[src/rtl/fetch_unit_pkg.sv]
// Shared constants for the fetch stage and controller: opcodes, NOP encoding and fetch FSM states.
package fetch_unit_pkg;

    localparam logic [6:0] OpLoad   = 7'b0000011;
    localparam logic [6:0] OpStore  = 7'b0100011;
    localparam logic [6:0] OpRtype  = 7'b0110011;
    localparam logic [6:0] OpBranch = 7'b1100011;
    localparam logic [6:0] OpItype  = 7'b0010011;
    localparam logic [6:0] OpJal    = 7'b1101111;

    localparam logic [31:0] InstrNop = 32'h0000_0013;

    localparam logic [1:0] StReq  = 2'd0;
    localparam logic [1:0] StWait = 2'd1;
    localparam logic [1:0] StFull = 2'd2;

    function automatic logic [31:0] word_align(input logic [31:0] addr);
        return {addr[31:2], 2'b00};
    endfunction

endpackage

[src/rtl/fetch_unit_pc_register.sv]
// Program counter flop with redirect mux and +4 adder; redirect always wins over advance.
module fetch_unit_pc_register
    import fetch_unit_pkg::*;
#(
    parameter logic [31:0] RESET_PC = 32'h0000_0000
) (
    input  logic        clock,
    input  logic        reset,
    input  logic        redirect,
    input  logic [31:0] redirect_target,
    input  logic        advance,
    output logic [31:0] pc,
    output logic [31:0] pc_next
);

    always_comb begin
        pc_next = pc;
        if (redirect) begin
            pc_next = word_align(redirect_target);
        end else if (advance) begin
            pc_next = pc + 32'd4;
        end
    end

    always_ff @(posedge clock) begin
        if (reset) begin
            pc <= word_align(RESET_PC);
        end else begin
            pc <= pc_next;
        end
    end

endmodule

[src/rtl/fetch_unit.sv]
// Instruction fetch stage: one outstanding imem request, holds the returned word for decode,
// and drops responses that a redirect has made stale.
module fetch_unit
    import fetch_unit_pkg::*;
#(
    parameter logic [31:0] RESET_PC = 32'h0000_0000
) (
    input  logic        clock,
    input  logic        reset,
    output logic        imem_req_valid,
    input  logic        imem_req_ready,
    output logic [31:0] imem_addr,
    input  logic        imem_resp_valid,
    input  logic [31:0] imem_resp_data,
    output logic        instr_valid,
    input  logic        instr_ready,
    output logic [31:0] instr,
    output logic [31:0] instr_pc,
    output logic [31:0] instr_pc_plus4,
    output logic [6:0]  opcode,
    output logic [2:0]  funct3,
    output logic        funct7b5,
    input  logic        redirect,
    input  logic [31:0] redirect_target,
    output logic [31:0] fetch_count
);

    logic [1:0]  state_q, state_d;
    logic        stale_q, stale_d;
    logic [31:0] addr_q, addr_d;
    logic [31:0] instr_q, instr_pc_q;
    logic [31:0] fetch_count_q;
    logic [31:0] pc, pc_next;
    logic        capture, handshake;

    fetch_unit_pc_register #(
        .RESET_PC(RESET_PC)
    ) u_pc_register (
        .clock          (clock),
        .reset          (reset),
        .redirect       (redirect),
        .redirect_target(redirect_target),
        .advance        (capture),
        .pc             (pc),
        .pc_next        (pc_next)
    );

    always_comb begin
        state_d   = state_q;
        stale_d   = stale_q;
        capture   = 1'b0;
        handshake = 1'b0;
        case (state_q)
            StReq: begin
                if (redirect) stale_d = 1'b1;
                if (imem_req_ready) state_d = StWait;
            end
            StWait: begin
                if (imem_resp_valid) begin
                    if (stale_q || redirect) begin
                        stale_d = 1'b0;
                        state_d = StReq;
                    end else begin
                        capture = 1'b1;
                        state_d = StFull;
                    end
                end else if (redirect) begin
                    stale_d = 1'b1;
                end
            end
            StFull: begin
                handshake = instr_ready;
                if (instr_ready || redirect) state_d = StReq;
            end
            default: state_d = StReq;
        endcase
    end

    // The presented address is frozen while a request is pending, even if pc is redirected.
    assign addr_d = (state_q == StReq && state_d == StReq) ? addr_q : pc_next;

    always_ff @(posedge clock) begin
        if (reset) begin
            state_q       <= StReq;
            stale_q       <= 1'b0;
            addr_q        <= word_align(RESET_PC);
            instr_q       <= InstrNop;
            instr_pc_q    <= word_align(RESET_PC);
            fetch_count_q <= 32'd0;
        end else begin
            state_q <= state_d;
            stale_q <= stale_d;
            addr_q  <= addr_d;
            if (capture) begin
                instr_q    <= imem_resp_data;
                instr_pc_q <= pc;
            end
            if (handshake) fetch_count_q <= fetch_count_q + 32'd1;
        end
    end

    assign imem_req_valid = (state_q == StReq) && !reset;
    assign imem_addr      = addr_q;
    assign instr_valid    = (state_q == StFull);
    assign instr          = instr_q;
    assign instr_pc       = instr_pc_q;
    assign instr_pc_plus4 = instr_pc_q + 32'd4;
    assign opcode         = instr_q[6:0];
    assign funct3         = instr_q[14:12];
    assign funct7b5       = instr_q[30];
    assign fetch_count    = fetch_count_q;

endmodule

[config.mk]
export PLATFORM = sky130hd
export DESIGN_NAME = fetch_unit
export DESIGN_NICKNAME = d
export VERILOG_FILES = /design/src/rtl/fetch_unit_pkg.sv /design/src/rtl/fetch_unit_pc_register.sv /design/src/rtl/fetch_unit.sv
export SDC_FILE = /design/constraint.sdc
export NUM_CORES = 1
export LEC_CHECK = 0
export BUFFER_PORTS_ARGS = -buffer_cell sky130_fd_sc_hd__buf_2
export CAP_MARGIN = 20
export CORE_MARGIN = 5
export CORE_UTILIZATION = 45
export CTS_BUF_LIST = sky130_fd_sc_hd__clkbuf_16
export CTS_CLUSTER_SIZE = 12
export DETAILED_ROUTE_END_ITERATION = 10
export GPL_TIMING_DRIVEN = 0
export PLACE_DENSITY_LB_ADDON = 0.25
export SYNTH_ARGS = -nofsm -noshare
export SYNTH_HDL_FRONTEND = slang
export SYNTH_SLANG_ARGS = --single-unit
[constraint.sdc]
create_clock -name clock -period 1.78 [get_ports clock]
set_input_delay 0.089 -clock clock [delete_from_list [all_inputs] [get_ports clock]]
set_output_delay 0.089 -clock clock [all_outputs]
set_load 0.1 [all_outputs]
==> results by group <==
Min path
  – Hold Path Class: in -> reg

Flow run
  – Max-cap violations: 0

Critical path
  – CP endpoint kind: output pin
  – CP Data Arrival Time: roughly 2.1 ns
  – Crit-path leading delay family: simple AND/OR/NAND/NOR gates
  – Crit-path most repeated cell: and4_4
  – WP buf/inv: 1
  – Slowest-stage cell, CP: dfxtp_4
  – Worst Path Class, Setup: reg -> out
  – CP Cell Sequence: and3_4, and4_4, and2_4, and4_4, xor2_4, buf_12
  – Worst path max stage delay: between 0.3 and 0.4 ns
  – Worst endpoint required time: 1.69 ns
  – CP startpoint kind: flop
  – Crit-path max FO: 5

Finish
  – Antenna Cells: 0
  – Synth-to-Final Area Change: 83.4%
  – Fin cells: roughly 1600
  – Fillers: 900
  – Net count, final: 1442
  – Core Util, Final: 84.3%
  – Fraction of layout instances using a drive strength above 1: between 50 and 60%

STA
  – Worst setup margin: -0.394 ns
  – # setup viols final: 120
  – Period utilisation layout: 122%
  – Final Critical Period: 2.17 ns
  – Fmax: 460 MHz
  – RSZ-0062 raised after global routing: true
  – Slew Limit Fails: 0
  – Endpoints failing hold: 0
  – Slew margin rel.: 42.9%
  – Least-Margin Pin Slew: roughly 0.86 ns
  – Clock skew: 0.0124 ns

Routing
  – Routed via count: between 9000 and 10000
  – DR iter-0 viols: 772
  – DRT Wirelength: about 32 mm
  – Drt pass-1 iters: 6
  – WL/cell: 20.2 um
  – Final ANT Viol Nets: 0
  – Residual DRC count: 0
  – Vias per cell: between 5 and 6

Floorplanning
  – Initial core utilization: 46.0%
  – Core Area: 0.0166 sq mm
  – Die area: 0.0196 sq mm
  – Core Rows: 47
  – Die X-Extent: 140 um
  – Die height: 140 um
  – Number of I/O pins: 243

Pwr
  – Cell Pwr Density: 670 mW/mm^2
  – LEAKAGE: 0.00614 uW
  – Max VDD drop: 0.000702 V

Outcome
  – Outcome: finished with violations
  – Failing checks: setup timing

Placed design
  – IO buf count: 240
  – Setup WS pre-CTS: -0.659 ns
  – Placed cells: between 1000 and 1500
  – RD Place Congestion: between 0.9 and 1
  – Hpwl dp: 18.4 mm

Synthesis
  – Ys Warns: 0
  – Async SR Flop Fraction: 0%
  – Yosys top cell area share: between 40% and 50%
  – FF+latch count, synth: 163
  – Syn Nets: between 1000 and 1500
  – Syn avg cell area: approximately 8.1 sq um
  – Cell variety after synth: 62
  – Top cells by area, synth: dfxtp_1 (43%), nand2_1 (8.4%), a21oi_1 (5.3%)
  – Cells after synthesis: 941
  – Post-Syn Area: 0.00762 sq mm
  – Post-synth EDFFs: 0
  – Sequential element share of the synthesized area: 42.8%
  – Post-synth top area cell: dfxtp_1
  – Top_reg_cell synth: dfxtp_1

Clock tree
  – CTS Buf Count: 17
  – CTS clk-pin slew, worst paths: 0.07 ns
  – Clock insertion delay at the later pin of the skew report: 0.44 ns
  – Root Driver: clkbuf_16
  – CTS tree: built
  – TritonCTS Sinks: 163
  – H-tree depth: 4
  – Max Buffers Root-to-Sink: 2

GRT
  – Vias in the first global route: 8404
  – Gr ovfl total: 0
  – Largest net degree at the start of global routing: 18
  – Initial antenna violation count: 0
  – Total track usage: around 28%
  – First-pass GRT wire length: 44.3 mm
## metrics by stage
stage | hold slack [ns] | area (sq um) | TNS (ns) | power, uW
2_1_floorplan | 0.208 | 8590 | -7.71 | 5020
3_3_place_gp | 0.299 | 10100 | -55.46 | 5370
3_5_place_dp | 0.306 | 10100 | -55.71 | 5380
4_1_cts | 0.00270 | 12400 | -8.10 | 9090
5_1_grt | 0.00442 | 14000 | -20.67 | 9620
6_report | 0.00605 | 14000 | -14.74 | 9370
## what timing repair did
action,CTS,global route
setup endpoints to repair,163,150
setup buffers,71,51
hold buffers,49,0
pin swaps,60,153
hold endpoints to repair,50,0
gates resized for setup,207,266
gates cloned,0,7
## placed cells by master (no fill, tap or decap), types with 19 or more instances in the layout
cell type,Yosys,final
a21oi_2,0,44
nand4_1,34,34
a21oi_1,81,36
dfxtp_1,163,84
nor2_1,72,67
nand3_1,54,40
dfxtp_4,0,51
buf_6,2,30
buf_4,15,99
clkbuf_1,38,19
nand2_4,0,38
dfxtp_2,0,28
buf_2,7,215
clkbuf_16,0,24
dlygate4sd3_1,0,49
nand2_1,170,119
xnor2_4,0,19
buf_12,0,37
xor2_1,34,23
## synthesized netlist by cell type (all sizes together) (3+ instances only)
cell    number
clkbuf      39
o21ai       19
and4        15
ha           3
nand2      170
o211a        4
nor4        17
o21a         8
and3        24
mux2i        4
a21o         3
a21oi       81
nand2b       6
o211ai       4
nand4       35
a31o         4
dfxtp      163
xor2        34
o31a         5
o31ai        3
inv         16
nor3        31
and2         7
a311oi       3
or3         12
nor2        72
nor2b        5
buf         33
xnor2       35
a21boi       3
nand3       55
## cell families (layout without fill, tap and decap cells)
logic type / count (synthesis) / count (layout) / synth area share (%)
buffers and inverters: 88 / 529 / 5.40
AOI/OAI and AO/OA: 151 / 151 / 12.2
adders and majority gates: 3 / 3 / 0.492
and+or+nand+nor: 461 / 461 / 30.4
muxes: 6 / 6 / 0.820
DFF: 163 / 163 / 42.8
xor gates and xnor gates: 69 / 69 / 7.93
## worst paths after layout
path | start | end | slack [ns] | cells after the start
worst max-delay path | instr_pc[6] | instr_pc_plus4[17] | -0.39 | 6
worst min-delay path | redirect_target[2] | u_pc_register.pc[2] | 0.006 | 3
worst max register to register | state_q[0] | imem_addr[22] | -0.20 | 8
worst min register to register | instr[8] | instr[8] | 0.45 | 2
## sequential cells by signal, summed over array words and instances, names as in the netlist
register          cells
fetch_count          32
imem_addr            32
instr                32
instr_pc             32
u_pc_register.pc     32
state_q               2
stale_q               1
## worst min-delay path: stages
cell	delay, ns
buf_2	0.07
and2_1	0.12
o21a_1	0.12
## layer usage
| layer | routed length (um) | vias to the layer above | part of all wire (%) | global-route usage [%] |
|---|---|---|---|---|
| met5 | 0 | - | 0 | 0 |
| li1 | - | 4137 | - | - |
| met4 | 1420 | 0 | 4.4 | 8.47 |
| met2 | 15900 | 573 | 49 | 46.8 |
| met1 | 11800 | 4349 | 37 | 34.6 |
| met3 | 3150 | 160 | 9.7 | 7.02 |
## layout make-up
type,instances,area [sq um],share of cell area [%]
clock inverter,15,143,1.02
tap,220,275,1.97
multi-input combinational,690,5720,40.9
buffer,65,478,3.42
sequential,163,3490,24.9
timing repair buffer,416,3400,24.3
clock buffer,17,425,3.04
inverter,16,60.1,0.429
## report_power, final
group,total (uW),leakage [uW],switching (uW),internal (uW)
logic,1910,0.00448,1320,594
clock network,3590,0.000278,1730,1860
registers,3870,0.00138,147,3720
(Power assumes the default switching activity.)
